$ cat config.mk
export PLATFORM = sky130hd
export DESIGN_NAME = alu_lcd_writer
export DESIGN_NICKNAME = d
export VERILOG_FILES = /design/src/rtl/alu_lcd_pkg.sv /design/src/rtl/alu_lcd_writer_bin2bcd8.sv /design/src/rtl/alu_lcd_writer.sv
export SDC_FILE = /design/constraint.sdc
export NUM_CORES = 1
export LEC_CHECK = 0
export CORE_MARGIN = 2
export CORE_UTILIZATION = 59
export DETAILED_ROUTE_END_ITERATION = 6
export GPL_TIMING_DRIVEN = 0
export HOLD_SLACK_MARGIN = 0.08
export PLACE_DENSITY = 0.8
export SYNTH_ARGS = -nofsm -noshare
export SYNTH_HDL_FRONTEND = slang
export SYNTH_SLANG_ARGS = --single-unit
export TNS_END_PERCENT = 100
$ cat constraint.sdc
create_clock -name clk -period 3.15 [get_ports clk]
set_input_delay 0.945 -clock clk [delete_from_list [all_inputs] [get_ports clk]]
set_output_delay 0.945 -clock clk [all_outputs]
set_load 0.01 [all_outputs]
$ cat src/rtl/alu_lcd_pkg.sv
// Shared constants and helpers for the ALU result LCD writer.
// ALU select codes, HD44780 commands, FSM enums and ASCII formatting.
package alu_lcd_pkg;

  localparam logic [3:0] SEL_ADD = 4'b0000;
  localparam logic [3:0] SEL_SUB = 4'b0001;
  localparam logic [3:0] SEL_MUL = 4'b0010;
  localparam logic [3:0] SEL_INC = 4'b0011;
  localparam logic [3:0] SEL_DEC = 4'b0100;
  localparam logic [3:0] SEL_DIV = 4'b1000;
  localparam logic [3:0] SEL_MOD = 4'b1001;

  localparam logic [7:0] LCD_FUNC_SET = 8'h38;
  localparam logic [7:0] LCD_DISP_ON  = 8'h0C;
  localparam logic [7:0] LCD_ENTRY    = 8'h06;
  localparam logic [7:0] LCD_CLEAR    = 8'h01;

  typedef enum logic [2:0] {
    ST_PWR_WAIT,
    ST_INIT,
    ST_IDLE,
    ST_CONV,
    ST_CLEAR,
    ST_CHARS
  } state_t;

  typedef enum logic [1:0] {
    PH_SETUP,
    PH_PULSE,
    PH_HOLD
  } phase_t;

  function automatic logic [23:0] mnemonic(input logic [3:0] code);
    case (code)
      SEL_ADD: return "ADD";
      SEL_SUB: return "SUB";
      SEL_MUL: return "MUL";
      SEL_INC: return "INC";
      SEL_DEC: return "DEC";
      SEL_DIV: return "DIV";
      SEL_MOD: return "MOD";
      default: return "---";
    endcase
  endfunction

  function automatic logic [7:0] hex_ascii(input logic [3:0] n);
    return (n < 4'd10) ? (8'h30 + {4'h0, n}) : (8'h37 + {4'h0, n});
  endfunction

endpackage

$ cat src/rtl/alu_lcd_writer_bin2bcd8.sv
// Sequential double-dabble: 8-bit binary to three BCD digits.
// valid rises 9 cycles after load and holds until the next load.
module bin2bcd8 (
  input  logic        clk,
  input  logic        rst,
  input  logic        load,
  input  logic [7:0]  bin,
  output logic [11:0] bcd,
  output logic        valid
);

  logic [19:0] sh;
  logic [19:0] adj;
  logic [3:0]  steps;
  logic        run;

  // add-3 on every digit that would overflow past 9 after the shift
  always_comb begin
    adj = sh;
    if (adj[11:8] >= 4'd5)  adj[11:8]  = adj[11:8]  + 4'd3;
    if (adj[15:12] >= 4'd5) adj[15:12] = adj[15:12] + 4'd3;
    if (adj[19:16] >= 4'd5) adj[19:16] = adj[19:16] + 4'd3;
  end

  always_ff @(posedge clk) begin
    if (rst) begin
      sh    <= '0;
      steps <= '0;
      run   <= 1'b0;
    end else if (load) begin
      sh    <= {12'd0, bin};
      steps <= 4'd8;
      run   <= 1'b1;
    end else if (steps != 4'd0) begin
      sh    <= {adj[18:0], 1'b0};
      steps <= steps - 4'd1;
    end
  end

  assign bcd   = sh[19:8];
  assign valid = run && (steps == 4'd0);

endmodule

$ cat src/rtl/alu_lcd_writer.sv
// Displays one latched ALU result on an HD44780 LCD (8-bit, write-only), e.g. "MUL=225".
// Define LCD_HEX_EN to append " xHH" (uppercase hex of the result).
//
// state      | meaning
// PWR_WAIT   | power-up delay before the first command
// INIT       | send 38, 0C, 06, 01
// IDLE       | wait for start (dropped during the done cycle)
// CONV       | binary-to-BCD conversion
// CLEAR      | send clear command
// CHARS      | send the text as data bytes
module alu_lcd_writer
  import alu_lcd_pkg::*;
#(
  parameter int E_PULSE_CYC   = 25,
  parameter int CMD_WAIT_CYC  = 2500,
  parameter int CLR_WAIT_CYC  = 100000,
  parameter int INIT_WAIT_CYC = 750000
) (
  input  logic       clk,
  input  logic       rst,
  input  logic       start,
  input  logic [3:0] sel,
  input  logic [7:0] result,
  output logic       busy,
  output logic       done,
  output logic       lcd_rs,
  output logic       lcd_rw,
  output logic       lcd_e,
  output logic [7:0] lcd_data
);

  localparam int MAX_A    = (E_PULSE_CYC > CMD_WAIT_CYC) ? E_PULSE_CYC : CMD_WAIT_CYC;
  localparam int MAX_B    = (CLR_WAIT_CYC > INIT_WAIT_CYC) ? CLR_WAIT_CYC : INIT_WAIT_CYC;
  localparam int MAX_WAIT = (MAX_A > MAX_B) ? MAX_A : MAX_B;
  localparam int CNT_W    = $clog2(MAX_WAIT + 1);

  localparam logic [CNT_W-1:0] E_LOAD    = CNT_W'(E_PULSE_CYC - 1);
  localparam logic [CNT_W-1:0] CMD_LOAD  = CNT_W'(CMD_WAIT_CYC - 1);
  localparam logic [CNT_W-1:0] CLR_LOAD  = CNT_W'(CLR_WAIT_CYC - 1);
  localparam logic [CNT_W-1:0] INIT_LOAD = CNT_W'(INIT_WAIT_CYC - 1);

`ifdef LCD_HEX_EN
  localparam logic [3:0] LAST_CHAR = 4'd10;
`else
  localparam logic [3:0] LAST_CHAR = 4'd6;
`endif

  state_t           state, state_n;
  phase_t           phase, phase_n;
  logic [CNT_W-1:0] cnt, cnt_n;
  logic [3:0]       idx, idx_n;
  logic [3:0]       sel_q;
  logic             done_q, done_n;
  logic             load;
  logic [11:0]      bcd;
  logic             bcd_valid;
  logic [23:0]      mn;
  logic [7:0]       char_byte, cur_byte;
  logic             cur_rs, sending, is_clr;
`ifdef LCD_HEX_EN
  logic [7:0]       res_q;
`endif

  bin2bcd8 u_bcd (
    .clk   (clk),
    .rst   (rst),
    .load  (load),
    .bin   (result),
    .bcd   (bcd),
    .valid (bcd_valid)
  );

  always_comb begin
    mn        = mnemonic(sel_q);
    char_byte = 8'h00;
    case (idx)
      4'd0: char_byte = mn[23:16];
      4'd1: char_byte = mn[15:8];
      4'd2: char_byte = mn[7:0];
      4'd3: char_byte = "=";
      4'd4: char_byte = {4'h3, bcd[11:8]};
      4'd5: char_byte = {4'h3, bcd[7:4]};
      4'd6: char_byte = {4'h3, bcd[3:0]};
`ifdef LCD_HEX_EN
      4'd7:  char_byte = " ";
      4'd8:  char_byte = "x";
      4'd9:  char_byte = hex_ascii(res_q[7:4]);
      4'd10: char_byte = hex_ascii(res_q[3:0]);
`endif
      default: char_byte = 8'h00;
    endcase
  end

  always_comb begin
    cur_byte = 8'h00;
    cur_rs   = 1'b0;
    sending  = 1'b0;
    case (state)
      ST_INIT: begin
        sending = 1'b1;
        case (idx[1:0])
          2'd0:    cur_byte = LCD_FUNC_SET;
          2'd1:    cur_byte = LCD_DISP_ON;
          2'd2:    cur_byte = LCD_ENTRY;
          default: cur_byte = LCD_CLEAR;
        endcase
      end
      ST_CLEAR: begin
        sending  = 1'b1;
        cur_byte = LCD_CLEAR;
      end
      ST_CHARS: begin
        sending  = 1'b1;
        cur_rs   = 1'b1;
        cur_byte = char_byte;
      end
      default: ;
    endcase
  end

  assign is_clr = !cur_rs && (cur_byte == LCD_CLEAR);

  always_comb begin
    state_n = state;
    phase_n = phase;
    cnt_n   = cnt;
    idx_n   = idx;
    done_n  = 1'b0;
    load    = 1'b0;
    case (state)
      ST_PWR_WAIT: begin
        if (cnt == '0) begin
          state_n = ST_INIT;
          phase_n = PH_SETUP;
          idx_n   = 4'd0;
        end else begin
          cnt_n = cnt - 1'b1;
        end
      end
      ST_IDLE: begin
        if (start && !done_q) begin
          load    = 1'b1;
          state_n = ST_CONV;
        end
      end
      ST_CONV: begin
        if (bcd_valid) begin
          state_n = ST_CLEAR;
          phase_n = PH_SETUP;
        end
      end
      default: begin
        case (phase)
          PH_SETUP: begin
            phase_n = PH_PULSE;
            cnt_n   = E_LOAD;
          end
          PH_PULSE: begin
            if (cnt == '0) begin
              phase_n = PH_HOLD;
              cnt_n   = is_clr ? CLR_LOAD : CMD_LOAD;
            end else begin
              cnt_n = cnt - 1'b1;
            end
          end
          default: begin
            if (cnt == '0) begin
              phase_n = PH_SETUP;
              idx_n   = idx + 4'd1;
              if (state == ST_INIT && idx == 4'd3) begin
                state_n = ST_IDLE;
                idx_n   = 4'd0;
              end else if (state == ST_CLEAR) begin
                state_n = ST_CHARS;
                idx_n   = 4'd0;
              end else if (state == ST_CHARS && idx == LAST_CHAR) begin
                state_n = ST_IDLE;
                idx_n   = 4'd0;
                done_n  = 1'b1;
              end
            end else begin
              cnt_n = cnt - 1'b1;
            end
          end
        endcase
      end
    endcase
  end

  always_ff @(posedge clk) begin
    if (rst) begin
      state  <= ST_PWR_WAIT;
      phase  <= PH_SETUP;
      cnt    <= INIT_LOAD;
      idx    <= '0;
      done_q <= 1'b0;
      sel_q  <= '0;
`ifdef LCD_HEX_EN
      res_q  <= '0;
`endif
    end else begin
      state  <= state_n;
      phase  <= phase_n;
      cnt    <= cnt_n;
      idx    <= idx_n;
      done_q <= done_n;
      if (load) begin
        sel_q <= sel;
`ifdef LCD_HEX_EN
        res_q <= result;
`endif
      end
    end
  end

  assign busy     = (state != ST_IDLE);
  assign done     = done_q;
  assign lcd_rs   = cur_rs;
  assign lcd_rw   = 1'b0;
  assign lcd_e    = sending && (phase == PH_PULSE);
  assign lcd_data = cur_byte;

endmodule

Yosys cells after proc, flatten, opt, wreduce, memory -nomap -nowiden

Cells that the tools add are included.

Flip-flop bits (word level): 59

Magnitude comparators: 3
Multiplexer cells: 42
Reductions and logical operators: 27
Add/subtract/negate cells: 6
Bitwise gates (word level): 3
Eq/ne operators: 28

Operators by type and width:

| cell                                                | number |
|---|---|
| case mux 23 bit (7 select lines)                    | 1 |
| case mux 20 bit (2 select lines)                    | 2 |
| case mux 8 bit (7 select lines)                     | 1 |
| two-way mux 20 bit                                  | 2 |
| two-way mux 4 bit                                   | 10 |
| two-way mux 3 bit                                   | 9 |
| case mux 8 bit (3 select lines)                     | 1 |
| logical NOT 20 bit                                  | 1 |
| subtractor 20 x 1 -> 20 bit, second input constant  | 1 |
| case mux 6 bit (3 select lines)                     | 1 |
| two-way mux 17 bit                                  | 1 |
| equality test 4 x 2 -> 1 bit, second input constant | 4 |
| equality test 4 x 3 -> 1 bit, second input constant | 4 |
| two-way mux 8 bit                                   | 2 |
| >= comparator 4 x 3 -> 1 bit, second input constant | 3 |
| logical NOT 4 bit                                   | 3 |
| case mux 3 bit (3 select lines)                     | 1 |
| OR reduction 9 bit                                  | 1 |
| adder 4 x 2 -> 4 bit, second input constant         | 2 |
| equality test 4 x 1 -> 1 bit, second input constant | 2 |
| equality test 4 bit, second input constant          | 2 |
| equality test 8 x 1 -> 1 bit, second input constant | 1 |
| case mux 4 bit (2 select lines)                     | 1 |
| equality test 3 x 2 -> 1 bit, second input constant | 2 |
| 29 further kinds                                    | 51 |

Depth between registers and ports, before layout

Depth in word-level cells: 10
Depth in mapped cells: 10

Cells and area by module

From an unflattened synthesis, not the netlist that was laid out.

Cell total of the unflattened synthesis: 503
Area total of the unflattened synthesis: 3806.2 um2

By module, submodules not included:

| module         | cells an instance | seq. area each (um2) | area an instance (um2) | instances |
|---|---|---|---|---|
| alu_lcd_writer | 351               | 680.7                | 2563.7                 | 1 |
| bin2bcd8       | 152               | 500.5                | 1242.4                 | 1 |

Worst setup path after synthesis

Ideal clock, no wire load.

Path kind: register -> output
Start: register idx[0]
End: output port lcd_data[0]
Buffers on the path: 1
Data required time: 2205 ps
Arrival: 2186 ps
Path slack: 19 ps
Cell stages (with the launch flop): 9
Path through: dfxtp_1 inv_1 ha_1 clkbuf_1 nor3b_1 nor3_1 a222oi_1 nor3_1 o21ai_0

Word-level cells in the longest chain between the ends: 3
Elaborated cells on any way between the ends: 13

Ends and longest elaborated chain:

| element                                                                            | line                                        | source |
|---|---|---|
| start: declaration                                                                 | alu_lcd_writer.sv:51                        | `logic [3:0] idx, idx_n;` |
| start signal: assignment                                                           | alu_lcd_writer.sv:205                       | `idx <= idx_n;` |
| equality test 4 x 3 -> 1 bit (tied with other cells)                               | alu_lcd_writer.sv:76                        | `case (idx)` |
| case mux 8 bit (7 select lines) or case mux 6 bit (3 select lines) (tied branches) | alu_lcd_writer.sv:76, alu_lcd_writer.sv:101 |  |
| case mux 8 bit (3 select lines) *                                                  | alu_lcd_writer.sv:98                        | `case (state)` |
| end: declaration                                                                   | alu_lcd_writer.sv:29                        | `output logic [7:0] lcd_data` |

Mark *: on every way between the ends. The rest lies on a longest branch, timed or not.

Final worst setup path

Start: register idx[1]
End: output port lcd_data[2]

Same word-level chain as after synthesis.

==> run summary <==
First-pass GRT wire length - 17500 um
Largest net degree at the start of global routing - 12
Post-synth EDFFs - 0
PwrDens - 441 nW/um^2
Vias in the first global route - 3719
Die width - 84.8 um
Final net count - 576
Seq/Total Area, Yosys - 30.6%
Pins Over Slew Limit - 0
Initial antenna violation count - 0
RSZ-0062 raised after global routing - false
F_max - 0.321 GHz
Clock slew at reported path FFs - 0.07 ns
Max H-tree Level - 3
Yosys top cell area share - 30.6%
Min-Delay Path Class - reg -> reg
Final period util - 98.9%
Syn Area/Cell - 7.58 sq um
WP data required - 2.20 ns
Total number of vias - 4030
DR WL/cell - 17.3 um
Worst skew pair latency - 0.34 ns
Clock Tree Root - clkbuf_8
Remaining global-route overflow - 0
Final Hold Viols - 0
Total core area - 6350 sq um
Crit path capture type - output pin
Arr. time, crit path - 2.17 ns
Fin util - 72.5%
Peak VDD IR - 452 uV
Post-route cell area - 4600 sq um
Asr flop ratio synth - 0%
Routed wire length - 10900 um
RePlAce Congestion - 0.885
Post-synth top area cell - dfxtp_1
All-layer global routing usage - 30.0%
Ys flop type - dfxtp_1
Clk buf depth - 2
Synth top area cells - dfxtp_1, nand2_1, a21oi_1
Yosys reg bits - 59
Cts hold-fix bufs - 0
Max_slew headroom - 38.8%
Library cells used by synthesis - 69
Gate count of the mapped netlist - 509
Post-DRT Antenna Nets - 0
WP buf/inv - 3
Clock sink count - 59
Slowest library cell on the worst path - dfxtp_4
Max_cap viols - 0
Setup Skew - 0.00597 ns
Worst setup margin - 0.0358 ns
CTS tree - done
Die Ht - 84.8 um
Fin crit period - 3.11 ns
Syn-to-layout area delta - 19.4%
Crit-path cells - inv_4 -> ha_4 -> nor3b_4 -> buf_4 -> o32ai_2 -> a21oi_1 -> nor3_1 -> o21ai_0 -> dlygate4sd2_1
Share of cells above drive strength 1 - 14.9%
Crit-path leading delay family - buffers and inverters
Antenna diode count - 0
Worst setup path category - reg -> out
Die footprint - 7200 sq um
Drt first pass iters - 5
Setup WS pre-CTS - -0.831 ns
Post-Place Cell Area - 4200 sq um
Least-Margin Pin Slew - 0.916 ns
Critical Path Max Stage Delay - 0.40 ns
Initial core utilization - 60.7%
Row count - 29
Setup violations, final - 0
CP startpoint kind - flip-flop
Leak pwr - 0.00160 uW
Hpwl dp - 7540 um
Fill count - 520
Synth Cell Area - 3860 sq um
I/O Pins - 28
CTS Buf Count - 9
Status - finished clean
Port Buffers - 24
Vias per cell - 6.41
Synth warnings - 0
DR iter-0 viols - 313
CP max FO - 5
Residual DRC - 0
==> synthesized netlist by cell type, drive strengths merged, types with 9 or more instances <==
master and instances:
nand2 68, dfxtp 59, a21oi 46, nor2 37
o21ai 30, clkbuf 29, inv 23, nor3 23
ha 14, nand3 13, a211oi 11, nand2b 11
or4 10, xnor2 9
==> what timing repair did <==
action                                  CTS  global route
pin swaps                                 3             5
endpoints found under the setup margin    8             8
cloned                                    0             0
buffers inserted                          4             4
gates resized for setup                  52            30
==> worst min-delay path, delay by kind of cell (launching register included) <==
| kind | cells | cell delay, ns |
|---|---|---|
| compound gates | 1 | 0.06 |
| simple gates | 1 | 0.06 |
| flops | 1 | 0.32 |
==> per-layer routing <==
layer / wire length (um) / up-vias / GRT usage, %
met2: 5180 / 197 / 48.7
li1: - / 1925 / -
met3: 872 / 20 / 5.93
met5: 0 / - / 0
met1: 4650 / 1888 / 40.0
met4: 178 / 0 / 10.4
==> power by group <==
part           internal [uW]  switching (uW)  total [uW]
combinational            182             300         482
sequential               800            58.8         858
clock                    383             309         692
==> placed cells by master, fill, tap and decap left out, drive strengths merged, types with 3 or more instances in the layout <==
| cell type | count |
|---|---|
| nand2 | 68 |
| dfxtp | 59 |
| a21oi | 46 |
| nor2 | 37 |
| o21ai | 30 |
| clkbuf | 30 |
| nor3 | 23 |
| buf | 23 |
| inv | 22 |
| clkdlybuf4s50 | 18 |
| ha | 14 |
| nand3 | 13 |
| nand2b | 11 |
| a211oi | 11 |
| or4 | 10 |
| xnor2 | 9 |
| a311oi | 8 |
| a31oi | 8 |
| or3 | 7 |
| nor4 | 7 |
| nor3b | 7 |
| nor2b | 5 |
| mux2i | 5 |
| o211ai | 5 |
| o32ai | 5 |
| or3b | 5 |
| o41ai | 4 |
| a22oi | 4 |
| o221ai | 4 |
| nand4 | 3 |
| and3 | 3 |
| clkinv | 3 |
==> cell type report <==
cell class | count | area [sq um] | share of cell area, %
Sequential cell | 59 | 1200 | 26.0
Clock buffer | 11 | 141 | 3.07
Inverter | 23 | 97.6 | 2.12
Tap cell | 77 | 96.3 | 2.09
Multi-Input combinational cell | 391 | 2560 | 55.6
Timing Repair Buffer | 32 | 300 | 6.52
Clock inverter | 5 | 52.6 | 1.14
Buffer | 31 | 160 | 3.48
==> flip-flops by register name, summed over array words and instances, names as in the netlist <==
signal	flops
cnt	20
done	1
idx	4
phase	2
sel_q	4
state	3
u_bcd.run	1
u_bcd.sh	20
u_bcd.steps	4
==> cell families (layout without fill, tap and decap cells) <==
logic type	Yosys count	count (layout)	share of synthesized area, %
flops	59	59	30.6
compound gates	149	149	26.6
xor+xnor	11	11	2.50
simple gates	208	208	27.4
fa+ha+maj	14	14	4.54
mux	7	7	1.88
buf+inv	60	102	6.33
other cells	1	2	0.0972
==> stage by stage <==
step | setup TNS (ns) | hold slack [ns] | cells | power, uW
after floorplan | 0 | 0.437 | 510 | 1220
after global placement | -3.11 | 0.448 | 611 | 1330
after detailed placement | -3.47 | 0.463 | 611 | 1360
after CTS | -0.00863 | 0.477 | 625 | 2050
after global routing | 0 | 0.486 | 629 | 2140
final | 0 | 0.478 | 629 | 2030
==> final timing paths <==
check / to / cells after the start / slack, ns / from
worst min-delay path: u_bcd.sh[0]$_SDFFE_PP0P_ / 2 / 0.48 / u_bcd.sh[0]$_SDFFE_PP0P_
worst min register to register: u_bcd.sh[0]$_SDFFE_PP0P_ / 2 / 0.48 / u_bcd.sh[0]$_SDFFE_PP0P_
worst max-delay path: lcd_data[2] / 9 / 0.04 / idx[1]$_SDFFE_PP0P_
worst max register to register: cnt[0]$_SDFFE_PP1N_ / 10 / 0.22 / cnt[0]$_SDFFE_PP1N_
No activity file was read; power rests on OpenSTA's default activity.
